--- src/rtl/io_uart_pkg.sv ---
// Shared constants and FSM state codes for the IO-bus UART transmitter.
// Optional parity support is enabled with UART_TX_PARITY_EN.
package io_uart_pkg;

    localparam logic [1:0] REG_TXDATA  = 2'd0;
    localparam logic [1:0] REG_STATUS  = 2'd1;
    localparam logic [1:0] REG_BAUDDIV = 2'd2;

    localparam int ST_FULL_BIT  = 0;
    localparam int ST_EMPTY_BIT = 1;
    localparam int ST_BUSY_BIT  = 2;
    localparam int ST_OVF_BIT   = 3;
    localparam int ST_COUNT_LSB = 8;

    typedef logic [2:0] state_t;

    localparam state_t S_IDLE   = 3'd0;
    localparam state_t S_START  = 3'd1;
    localparam state_t S_DATA   = 3'd2;
    localparam state_t S_PARITY = 3'd3;
    localparam state_t S_STOP   = 3'd4;

endpackage

--- src/rtl/io_uart_tx_if.sv ---
// Processor IO bus as seen by a memory-mapped peripheral.
// Reads are combinational; writes are single-cycle strobes.
interface io_uart_tx_if;

    logic [31:0] IO_memAddr_i;
    logic [31:0] IO_memWData_i;
    logic        IO_memWr_i;
    logic [31:0] IO_memRData_o;

    modport master (
        output IO_memAddr_i,
        output IO_memWData_i,
        output IO_memWr_i,
        input  IO_memRData_o
    );

    modport slave (
        input  IO_memAddr_i,
        input  IO_memWData_i,
        input  IO_memWr_i,
        output IO_memRData_o
    );

endinterface

--- src/rtl/io_fifo.sv ---
// Synchronous FIFO with combinational head and an explicit occupancy count.
// Push when full and pop when empty are ignored.
module io_fifo #(
    parameter int WIDTH      = 8,
    parameter int DEPTH_LOG2 = 4
) (
    input  logic                  clk_i,
    input  logic                  reset_i,
    input  logic                  push_i,
    input  logic                  pop_i,
    input  logic [WIDTH-1:0]      wdata_i,
    output logic [WIDTH-1:0]      rdata_o,
    output logic                  full_o,
    output logic                  empty_o,
    output logic [DEPTH_LOG2:0]   count_o
);

    localparam int DEPTH = 1 << DEPTH_LOG2;
    localparam logic [DEPTH_LOG2:0] FULL_CNT = {1'b1, {DEPTH_LOG2{1'b0}}};

    logic [WIDTH-1:0]      mem_q [DEPTH];
    logic [DEPTH_LOG2-1:0] wptr_q;
    logic [DEPTH_LOG2-1:0] rptr_q;
    logic [DEPTH_LOG2:0]   count_q;
    logic                  do_push;
    logic                  do_pop;

    assign full_o  = (count_q == FULL_CNT);
    assign empty_o = (count_q == '0);
    assign count_o = count_q;
    assign rdata_o = mem_q[rptr_q];
    assign do_push = push_i && !full_o;
    assign do_pop  = pop_i && !empty_o;

    always_ff @(posedge clk_i) begin
        if (do_push) begin
            mem_q[wptr_q] <= wdata_i;
        end
    end

    always_ff @(posedge clk_i or posedge reset_i) begin
        if (reset_i) begin
            wptr_q  <= '0;
            rptr_q  <= '0;
            count_q <= '0;
        end else begin
            if (do_push) begin
                wptr_q <= wptr_q + 1'b1;
            end
            if (do_pop) begin
                rptr_q <= rptr_q + 1'b1;
            end
            if (do_push && !do_pop) begin
                count_q <= count_q + 1'b1;
            end else if (do_pop && !do_push) begin
                count_q <= count_q - 1'b1;
            end
        end
    end

endmodule

--- src/rtl/io_uart_tx.sv ---
// Memory-mapped 8N1 UART transmitter with TX FIFO and programmable divisor.
// Defining UART_TX_PARITY_EN adds a parity bit (BAUDDIV[16] selects odd).
module io_uart_tx
    import io_uart_pkg::*;
#(
    parameter logic [31:0] BASE_ADDR       = 32'h0040_0000,
    parameter int          FIFO_DEPTH_LOG2 = 4,
    parameter logic [15:0] BAUD_DIV_RESET  = 16'd868
) (
    input  logic             clk_i,
    input  logic             reset_i,
    io_uart_tx_if.slave      bus,
    output logic             uart_tx_o
);

    logic                     sel;
    logic [1:0]               off;
    logic                     wr_tx;
    logic                     wr_st;
    logic                     wr_bd;

    logic                     fifo_pop;
    logic [7:0]               fifo_rdata;
    logic                     fifo_full;
    logic                     fifo_empty;
    logic [FIFO_DEPTH_LOG2:0] fifo_count;

    state_t      state_q, state_d;
    logic [15:0] baud_q, baud_d;
    logic [2:0]  bit_q, bit_d;
    logic [7:0]  shift_q, shift_d;
    logic        ovf_q, ovf_d;
    logic [15:0] bauddiv_q, bauddiv_d;
    logic [15:0] dm1;
    logic        bit_end;
    logic        load;
`ifdef UART_TX_PARITY_EN
    logic        par_q, par_d;
    logic        odd_q, odd_d;
`endif

    assign sel   = (bus.IO_memAddr_i[31:4] == BASE_ADDR[31:4]);
    assign off   = bus.IO_memAddr_i[3:2];
    assign wr_tx = bus.IO_memWr_i && sel && (off == REG_TXDATA);
    assign wr_st = bus.IO_memWr_i && sel && (off == REG_STATUS);
    assign wr_bd = bus.IO_memWr_i && sel && (off == REG_BAUDDIV);

    io_fifo #(
        .WIDTH      (8),
        .DEPTH_LOG2 (FIFO_DEPTH_LOG2)
    ) u_fifo (
        .clk_i   (clk_i),
        .reset_i (reset_i),
        .push_i  (wr_tx),
        .pop_i   (fifo_pop),
        .wdata_i (bus.IO_memWData_i[7:0]),
        .rdata_o (fifo_rdata),
        .full_o  (fifo_full),
        .empty_o (fifo_empty),
        .count_o (fifo_count)
    );

    // A divisor of 0 behaves as 1 cycle per bit
    assign dm1     = (bauddiv_q == 16'd0) ? 16'd0 : bauddiv_q - 16'd1;
    assign bit_end = (baud_q == 16'd0);

    always_comb begin
        ovf_d     = ovf_q;
        bauddiv_d = bauddiv_q;
`ifdef UART_TX_PARITY_EN
        odd_d     = odd_q;
`endif
        if (wr_tx && fifo_full) begin
            ovf_d = 1'b1;
        end else if (wr_st && bus.IO_memWData_i[ST_OVF_BIT]) begin
            ovf_d = 1'b0;
        end
        if (wr_bd) begin
            bauddiv_d = bus.IO_memWData_i[15:0];
`ifdef UART_TX_PARITY_EN
            odd_d     = bus.IO_memWData_i[16];
`endif
        end
    end

    always_comb begin
        state_d  = state_q;
        baud_d   = bit_end ? baud_q : baud_q - 16'd1;
        bit_d    = bit_q;
        shift_d  = shift_q;
        load     = 1'b0;
`ifdef UART_TX_PARITY_EN
        par_d    = par_q;
`endif
        unique case (state_q)
            S_IDLE: begin
                load = !fifo_empty;
            end
            S_START: begin
                if (bit_end) begin
                    state_d = S_DATA;
                    baud_d  = dm1;
                end
            end
            S_DATA: begin
                if (bit_end) begin
                    baud_d  = dm1;
                    shift_d = shift_q >> 1;
                    if (bit_q == 3'd7) begin
                        bit_d   = 3'd0;
`ifdef UART_TX_PARITY_EN
                        state_d = S_PARITY;
`else
                        state_d = S_STOP;
`endif
                    end else begin
                        bit_d = bit_q + 3'd1;
                    end
                end
            end
`ifdef UART_TX_PARITY_EN
            S_PARITY: begin
                if (bit_end) begin
                    state_d = S_STOP;
                    baud_d  = dm1;
                end
            end
`endif
            S_STOP: begin
                if (bit_end) begin
                    if (fifo_empty) begin
                        state_d = S_IDLE;
                    end else begin
                        load = 1'b1;
                    end
                end
            end
            default: begin
                state_d = S_IDLE;
            end
        endcase
        // Popping from STOP gives back-to-back frames with no idle gap
        if (load) begin
            state_d = S_START;
            baud_d  = dm1;
            bit_d   = 3'd0;
            shift_d = fifo_rdata;
`ifdef UART_TX_PARITY_EN
            par_d   = (^fifo_rdata) ^ odd_q;
`endif
        end
    end

    assign fifo_pop = load;

    always_ff @(posedge clk_i or posedge reset_i) begin
        if (reset_i) begin
            state_q   <= S_IDLE;
            baud_q    <= 16'd0;
            bit_q     <= 3'd0;
            shift_q   <= 8'd0;
            ovf_q     <= 1'b0;
            bauddiv_q <= BAUD_DIV_RESET;
`ifdef UART_TX_PARITY_EN
            par_q     <= 1'b0;
            odd_q     <= 1'b0;
`endif
        end else begin
            state_q   <= state_d;
            baud_q    <= baud_d;
            bit_q     <= bit_d;
            shift_q   <= shift_d;
            ovf_q     <= ovf_d;
            bauddiv_q <= bauddiv_d;
`ifdef UART_TX_PARITY_EN
            par_q     <= par_d;
            odd_q     <= odd_d;
`endif
        end
    end

    always_comb begin
        unique case (state_q)
            S_START: uart_tx_o = 1'b0;
            S_DATA:  uart_tx_o = shift_q[0];
`ifdef UART_TX_PARITY_EN
            S_PARITY: uart_tx_o = par_q;
`endif
            default: uart_tx_o = 1'b1;
        endcase
    end

    always_comb begin
        bus.IO_memRData_o = 32'd0;
        if (sel) begin
            unique case (off)
                REG_STATUS: begin
                    bus.IO_memRData_o[ST_FULL_BIT]  = fifo_full;
                    bus.IO_memRData_o[ST_EMPTY_BIT] = fifo_empty;
                    bus.IO_memRData_o[ST_BUSY_BIT]  = (state_q != S_IDLE);
                    bus.IO_memRData_o[ST_OVF_BIT]   = ovf_q;
                    bus.IO_memRData_o[ST_COUNT_LSB +: FIFO_DEPTH_LOG2+1] =
                        fifo_count;
                end
                REG_BAUDDIV: begin
                    bus.IO_memRData_o[15:0] = bauddiv_q;
`ifdef UART_TX_PARITY_EN
                    bus.IO_memRData_o[16]   = odd_q;
`endif
                end
                default: begin
                    bus.IO_memRData_o = 32'd0;
                end
            endcase
        end
    end

endmodule
--- src/flat_wrapper.sv ---
// flat-port wrapper written by rule: the top's interface ports become plain ports
module io_uart_tx_flat import io_uart_pkg::*;
#(
    parameter logic [31:0] BASE_ADDR       = 32'h0040_0000,
    parameter int          FIFO_DEPTH_LOG2 = 4,
    parameter logic [15:0] BAUD_DIV_RESET  = 16'd868
)
  (clk_i, reset_i, uart_tx_o, bus_IO_memAddr_i, bus_IO_memWData_i, bus_IO_memWr_i, bus_IO_memRData_o);
  io_uart_tx_if bus_i ();
  input  logic clk_i;
  input  logic reset_i;
  output logic uart_tx_o;
  input wire logic [$bits(bus_i.IO_memAddr_i)-1:0] bus_IO_memAddr_i;
  input wire logic [$bits(bus_i.IO_memWData_i)-1:0] bus_IO_memWData_i;
  input wire logic [$bits(bus_i.IO_memWr_i)-1:0] bus_IO_memWr_i;
  output wire logic [$bits(bus_i.IO_memRData_o)-1:0] bus_IO_memRData_o;
  assign bus_i.IO_memAddr_i = bus_IO_memAddr_i;
  assign bus_i.IO_memWData_i = bus_IO_memWData_i;
  assign bus_i.IO_memWr_i = bus_IO_memWr_i;
  assign bus_IO_memRData_o = bus_i.IO_memRData_o;
  io_uart_tx #(.BASE_ADDR(BASE_ADDR), .FIFO_DEPTH_LOG2(FIFO_DEPTH_LOG2), .BAUD_DIV_RESET(BAUD_DIV_RESET)) u_core (.clk_i(clk_i), .reset_i(reset_i), .bus(bus_i), .uart_tx_o(uart_tx_o));
endmodule
--- config.mk ---
export PLATFORM = sky130hd
export DESIGN_NAME = io_uart_tx_flat
export DESIGN_NICKNAME = d
export VERILOG_FILES = /design/src/rtl/io_uart_pkg.sv /design/src/rtl/io_uart_tx_if.sv /design/src/rtl/io_fifo.sv /design/src/rtl/io_uart_tx.sv /design/src/flat_wrapper.sv
export SDC_FILE = /design/constraint.sdc
export NUM_CORES = 1
export LEC_CHECK = 0
export ABC_AREA = 1
export CAP_MARGIN = 40
export CELL_PAD_IN_SITES_DETAIL_PLACEMENT = 0
export CELL_PAD_IN_SITES_GLOBAL_PLACEMENT = 1
export CORE_UTILIZATION = 39
export CTS_CLUSTER_SIZE = 28
export DETAILED_ROUTE_END_ITERATION = 8
export HOLD_SLACK_MARGIN = 0.06
export PLACE_DENSITY_LB_ADDON = 0.3
export SLEW_MARGIN = 10
export SYNTH_ARGS = -nofsm -noshare
export SYNTH_HDL_FRONTEND = slang
export SYNTH_HIERARCHICAL = 1
export SYNTH_SLANG_ARGS = --single-unit
--- constraint.sdc ---
create_clock -name clk_i -period 2.62 [get_ports clk_i]
set_input_delay 0.524 -clock clk_i [delete_from_list [all_inputs] [get_ports clk_i]]
set_output_delay 0.524 -clock clk_i [all_outputs]
set_load 0.02 [all_outputs]
==> flow_summary.yaml, run 1 <==
run_status:
  status: "finished clean"
sta:
  maxSlewViolCount: 0
  finalHoldViolations: 0
  fin_crit_sh_pct: 95.3
  min_period_ns: 2.50
  tightest_slew_ns: 0.670
  skew_ns: 0.0135
  finalSetupViolations: 0
  relSlewSlack_pct: 55.2
  hold_slack_ns: 0.469
  fmax_ghz: 0.400
synth:
  yosysUniqueCellTypes: 35
  synthCells: 1164
  synth_top_area_share_pct: 39.3
  yosys.area.top_type: "edfxtp_1"
  ys_seq_area_share_pct: 54.7
  synth_area_leaders: "edfxtp_1, nand2_1, dfrtp_1"
  avgSynthCellArea_sq_um: 8.40
  synth_area_sq_mm: 0.00978
  synth_seq_cells: 188
  yosys_warnings: 6
floorplan:
  dieArea_sq_mm: 0.0257
  num_rows: 57
  die_h_um: 160
  die_x_um: 160
  start_util_pct: 40.0
  core_sq_mm: 0.0245
  io_pins: 100
final_layout:
  nNetsFinal: 1354
  final_common_cell: "nand2_1"
  final_core_util_pct: 48.0
  final_area_sq_mm: 0.0117
  final_cell_mix: "nand2_1, nor2_1, edfxtp_1"
  area_delta_synth_final_pct: 20.0
  layout-drive-gt1-share_pct: 12.4
  antenna_cells: 0
detailed_routing:
  dr.pass1.iters: 5
  drc_errors: 0
  postRouteAntennaNets: 0
  viasPerCell: 4.77
  wl_per_cell_um: 15.0
  drt_iter0_markers: 510
  wl_um: 24100
  vias: 7663
global_route:
  groute.usage.overall_pct: 19.4
  grt_pass1_vias: 7316
  grt_max_degree: 56
  grt_pass1_wl_um: 38600
  grt_overflow_total: 0
  antenna_found_initial: 0
placement:
  hpwlAfterDp_um: 16800
  routabilityCongestion: 0.820
  io_buffers: 65
  dpl_cell_area_sq_mm: 0.0110
power_and_ir_drop:
  power.leakage_nw: 5.64
  power_density_mw_per_mm2: 676
  ir_drop_v: 0.000439
clocking:
  cts_sinks: 188
  clockBufferDepth: 2
  ctsHoldBuffers: 0
  clockRootBuffer: "clkbuf_16"
  clkLatencyLatePin_ns: 0.44
  cts_max_level: 4
  cts_tree: "done"
  cts_inserted_buffers: 17
  clk_pin_slew_worst_paths_ns: 0.08
worst_hold_path:
  hold_class: "primary input to async pin"
setup_path:
  start_kind: "primary input"
  end_kind: "primary output"
  cp.required_ns: 2.10
  critPathKind: "primary input to primary output"
  crit_fanout: 7
  critPathArrivalTime_ns: 1.97
job:
  drv_cap: 0
Yosys cell counts, drive strengths merged:
library cell	count
buf	42
nand2	429
a21o	1
dfstp	5
nand3	97
nand4	32
fa	1
and2	1
xnor2	6
ha	17
clkbuf	8
conb	1
dfrtp	55
edfxtp	128
o21ai	22
a22oi	1
nand3b	2
a21boi	1
nor3	9
inv	131
and3	2
xor2	12
a21oi	10
nor2	151
per-stage QoR:
stage / power, mW / setup slack, ns / instances / TNS [ns]
3_5_place_dp: 5.35 / -0.420 / 1573 / -23.31
6_report: 7.92 / 0.122 / 1606 / 0
5_1_grt: 8.38 / -0.0162 / 1606 / -0.0162
2_1_floorplan: 4.79 / 0.000288 / 1179 / 0
3_3_place_gp: 5.32 / -0.412 / 1573 / -23.49
4_1_cts: 8.00 / 0.0133 / 1605 / 0
worst paths after layout:
| path | start | end | slack, ns | cells past startpoint |
|---|---|---|---|---|
| hold / removal | reset_i | u_core/bauddiv_q[0] | 0.47 | 2 |
| setup / recovery | bus_IO_memAddr_i[20] | bus_IO_memRData_o[13] | 0.12 | 8 |
| hold reg to reg | u_core/shift_q[7] | u_core/shift_q[7] | 0.48 | 2 |
| min in group clk_i | u_core/shift_q[7] | u_core/shift_q[7] | 0.48 | 2 |
| max in group asynchronous | reset_i | u_core/state_q[2] | 1.50 | 3 |
| setup reg to reg | u_core/baud_q[0] | u_core/u_fifo/count_o[4] | 0.28 | 16 |
routing by layer:
metal  track usage, %  part of all wire [%]
met2             31.3                    47
met1             27.4                    47
met5                0                     0
met4             5.89                   1.6
met3             2.38                   3.6
power by group:
group	leakage [nW]	switching (mW)	internal [mW]
sequential	1.92	0.0636	3.24
clock	0.300	1.33	1.33
combinational	3.42	1.32	0.640
layout make-up:
| type | instances | area (sq um) |
|---|---|---|
| clock buffer | 17 | 425 |
| tap | 324 | 405 |
| sequential | 188 | 5350 |
| multi-input combinational | 810 | 3760 |
| timing repair buffer | 121 | 1090 |
| fill | 2415 | 12700 |
| inverter | 131 | 498 |
| clock inverter | 15 | 203 |
sequential cells by signal, summed over array words and instances, names as in the netlist:
register and count:
u_core/baud_q 16, u_core/state_q 3, u_core/ovf_q 1, u_core/u_fifo/rptr_q 4, u_core/shift_q 8, u_core/u_fifo/count_o 5, u_core/bit_q 3, u_core/u_fifo/mem_q 128
u_core/bauddiv_q 16, u_core/u_fifo/wptr_q 4
what timing repair did:
action                                  in CTS  in global routing
buffers inserted                             0                  1
pin swaps                                    0                 24
endpoints found under the setup margin      16                 21
gates resized for setup                     67                 51
kinds of logic after synthesis:
kind of cell / Yosys count / share of synthesized area, %
AOI/OAI and AO/OA: 35 / 2.06
xor gates and xnor gates: 18 / 1.61
adders and majority gates: 18 / 2.38
buffers and inverters: 181 / 8.18
DFF: 188 / 54.7
other: 1 / 0.0384
and+or+nand+nor: 723 / 31.0
critical path: stages:
cell,delay [ns]
clkdlybuf4s50_1,0.41
nor3_2,0.10
nand3b_1,0.11
nor2_2,0.15
buf_6,0.13
clkinvlp_4,0.16
nor3_2,0.21
buf_4,0.16
No activity file was read; power rests on OpenSTA's default activity.
==> run 2: changes to the inputs <==
CORE_UTILIZATION = 40   (was 39)
CTS_BUF_LIST = sky130_fd_sc_hd__clkbuf_8   (was unset)
==> run 2 against run 1 <==
Flip-flop and latch count stayed put; via count decreased by 0.73%; sequential power barely moved; critical path depth stayed put; global-route usage up 0.55 points; maximum frequency decreased by 0.14%; non-clock buffer count is 2 higher; cell count is 0.19% lower; largest cell class unchanged; largest power group unchanged.
==> flow_summary.yaml, run 2 (synthesized netlist as in run 1, its figures left out) <==
run_status:
  status: "finished clean"
floorplan:
  num_rows: 56
  die_h_um: 158
  start_util_pct: 41.2
  dieArea_sq_mm: 0.0251
  die_x_um: 158
  io_pins: 100
  core_sq_mm: 0.0238
final_layout:
  reg.largest.list: "u_core/u_fifo/mem_q (128), u_core/baud_q (16), u_core/bauddiv_q (16)"
  final_area_sq_mm: 0.0115
  final_cell_mix: "nand2_1, nor2_1, edfxtp_1"
  top_register: "u_core/u_fifo/mem_q"
  antenna_cells: 0
  largest_register_ffs: 128
  layout.cells.non_filler: 1603
  layout-drive-gt1-share_pct: 11.9
  fillers: 2336
  final_core_util_pct: 48.5
  area_delta_synth_final_pct: 17.7
  final_common_cell: "nand2_1"
  nNetsFinal: 1356
global_route:
  grt_overflow_total: 0
  groute.usage.overall_pct: 20.0
  grt_pass1_vias: 6935
  grt_max_degree: 71
  grt_pass1_wl_um: 37400
  antenna_found_initial: 0
clocking:
  clk_pin_slew_worst_paths_ns: 0.10
  cts_tree: "done"
  cts_sinks: 188
  cts_inserted_buffers: 17
  ctsHoldBuffers: 0
  clkLatencyLatePin_ns: 0.47
  clockRootBuffer: "clkbuf_8"
  cts_max_level: 4
  clockBufferDepth: 2
power_and_ir_drop:
  power_density_mw_per_mm2: 636
  p_int_mw: 4.86
  power_frac_clock_pct: 28.0
  p_seq_share_pct: 45.1
  combPwrFrac_pct: 26.9
  power.leakage_nw: 5.57
  p_sw_share_pct: 33.5
  switchingPower_mw: 2.45
  ir_drop_v: 0.000349
detailed_routing:
  drt_iter0_markers: 557
  wl_um: 24000
  dr.pass1.iters: 6
  drc_errors: 0
  viasPerCell: 4.75
  vias: 7607
  wl_per_cell_um: 15.0
  postRouteAntennaNets: 0
sta:
  fin_crit_sh_pct: 95.5
  finalSetupViolations: 0
  fin_setup_tns_ns: 0
  relSlewSlack_pct: 50.0
  skew_ns: 0.0142
  tightest_slew_ns: 0.748
  fmax_ghz: 0.400
  min_period_ns: 2.50
  finalHoldViolations: 0
  rsz0062_at_grt: "no"
  maxSlewViolCount: 0
placement:
  hpwlAfterDp_um: 16700
  dpl_cell_area_sq_mm: 0.0110
  routabilityCongestion: 0.834
  io_buffers: 65
  place_inst: 1567
setup_path:
  start_kind: "primary input"
  cp.required_ns: 2.10
  critPathArrivalTime_ns: 1.98
  critPathKind: "primary input to primary output"
  end_kind: "primary output"
  crit_fanout: 7
job:
  drv_cap: 0
worst_hold_path:
  hold_class: "primary input to async pin"
-- run 2: cell count changes in the layout (fill, tap and decap cells not counted), moves of 3 or more --
cell / change
a21oi_1: +3
a21oi_2: -3
bufinv_16: +3
clkbuf_16: -17
clkbuf_8: +17
clkinv_2: +3
clkinv_8: -5
inv_12: -3
inv_6: +3
-- run 2: timing repair --
action	4_1_cts	5_1_grt
endpoints found under the hold margin	0	0
setup buffers	0	4
endpoints found under the setup margin	16	20
pin swaps	0	22
resized for setup	71	37
cloned	0	0
-- run 2: layer usage --
layer / track usage, % / up-vias / wire length, um / part of all wire, %
met1: 28.5 / 3575 / 11400 / 47
met4: 5.17 / 0 / 278 / 1.2
met2: 31.7 / 127 / 11600 / 48
met5: 0 / - / 0 / 0
li1: - / 3886 / - / -
met3: 2.83 / 19 / 832 / 3.5
-- run 2: path summary, 6_finish.rpt --
check / to / cells after the start / from / slack [ns]
min in group clk_i: u_core/ovf_q / 2 / u_core/ovf_q / 0.48
max in group asynchronous: u_core/bauddiv_q[5] / 3 / reset_i / 1.69
max reg2reg: u_core/u_fifo/count_o[4] / 15 / u_core/u_fifo/count_o[0] / 0.15
min reg2reg: u_core/ovf_q / 2 / u_core/ovf_q / 0.48
min: u_core/ovf_q / 2 / reset_i / 0.35
max: bus_IO_memRData_o[14] / 8 / bus_IO_memAddr_i[21] / 0.12
-- run 2: worst max-delay path: stages --
cell and delay, ns:
clkdlybuf4s50_1 0.41, nor3_2 0.12, nand3b_1 0.12, nor2_2 0.13, buf_6 0.14, clkinvlp_4 0.17
nor3_4 0.22, buf_6 0.14
-- run 2: final cells by class --
| cell class | instances | area (sq um) | share of cell area (%) |
|---|---|---|---|
| clock inverter | 15 | 185 | 1.61 |
| clock buffer | 17 | 234 | 2.03 |
| multi-input combinational | 810 | 3730 | 32.4 |
| sequential | 188 | 5350 | 46.5 |
| inverter | 131 | 495 | 4.30 |
| tap | 319 | 399 | 3.47 |
| timing repair buffer | 123 | 1110 | 9.65 |
-- run 2: metrics by stage --
step,setup slack (ns),hold WS [ns],power [mW]
2_1_floorplan,0.000288,0.401,4.79
3_3_place_gp,-0.432,0.455,5.33
3_5_place_dp,-0.467,0.460,5.35
4_1_cts,0.00111,0.338,7.39
5_1_grt,0.000965,0.371,7.77
6_report,0.118,0.352,7.31
-- run 2: power groups by stage --
stage / Sequential, mW / Clock [mW] / Combinational (mW)
2_1_floorplan: 3.34 / 0 / 1.44
3_3_place_gp: 3.36 / 0 / 1.97
3_5_place_dp: 3.36 / 0 / 1.98
4_1_cts: 3.30 / 2.10 / 1.99
5_1_grt: 3.31 / 2.21 / 2.25
6_report: 3.30 / 2.05 / 1.97
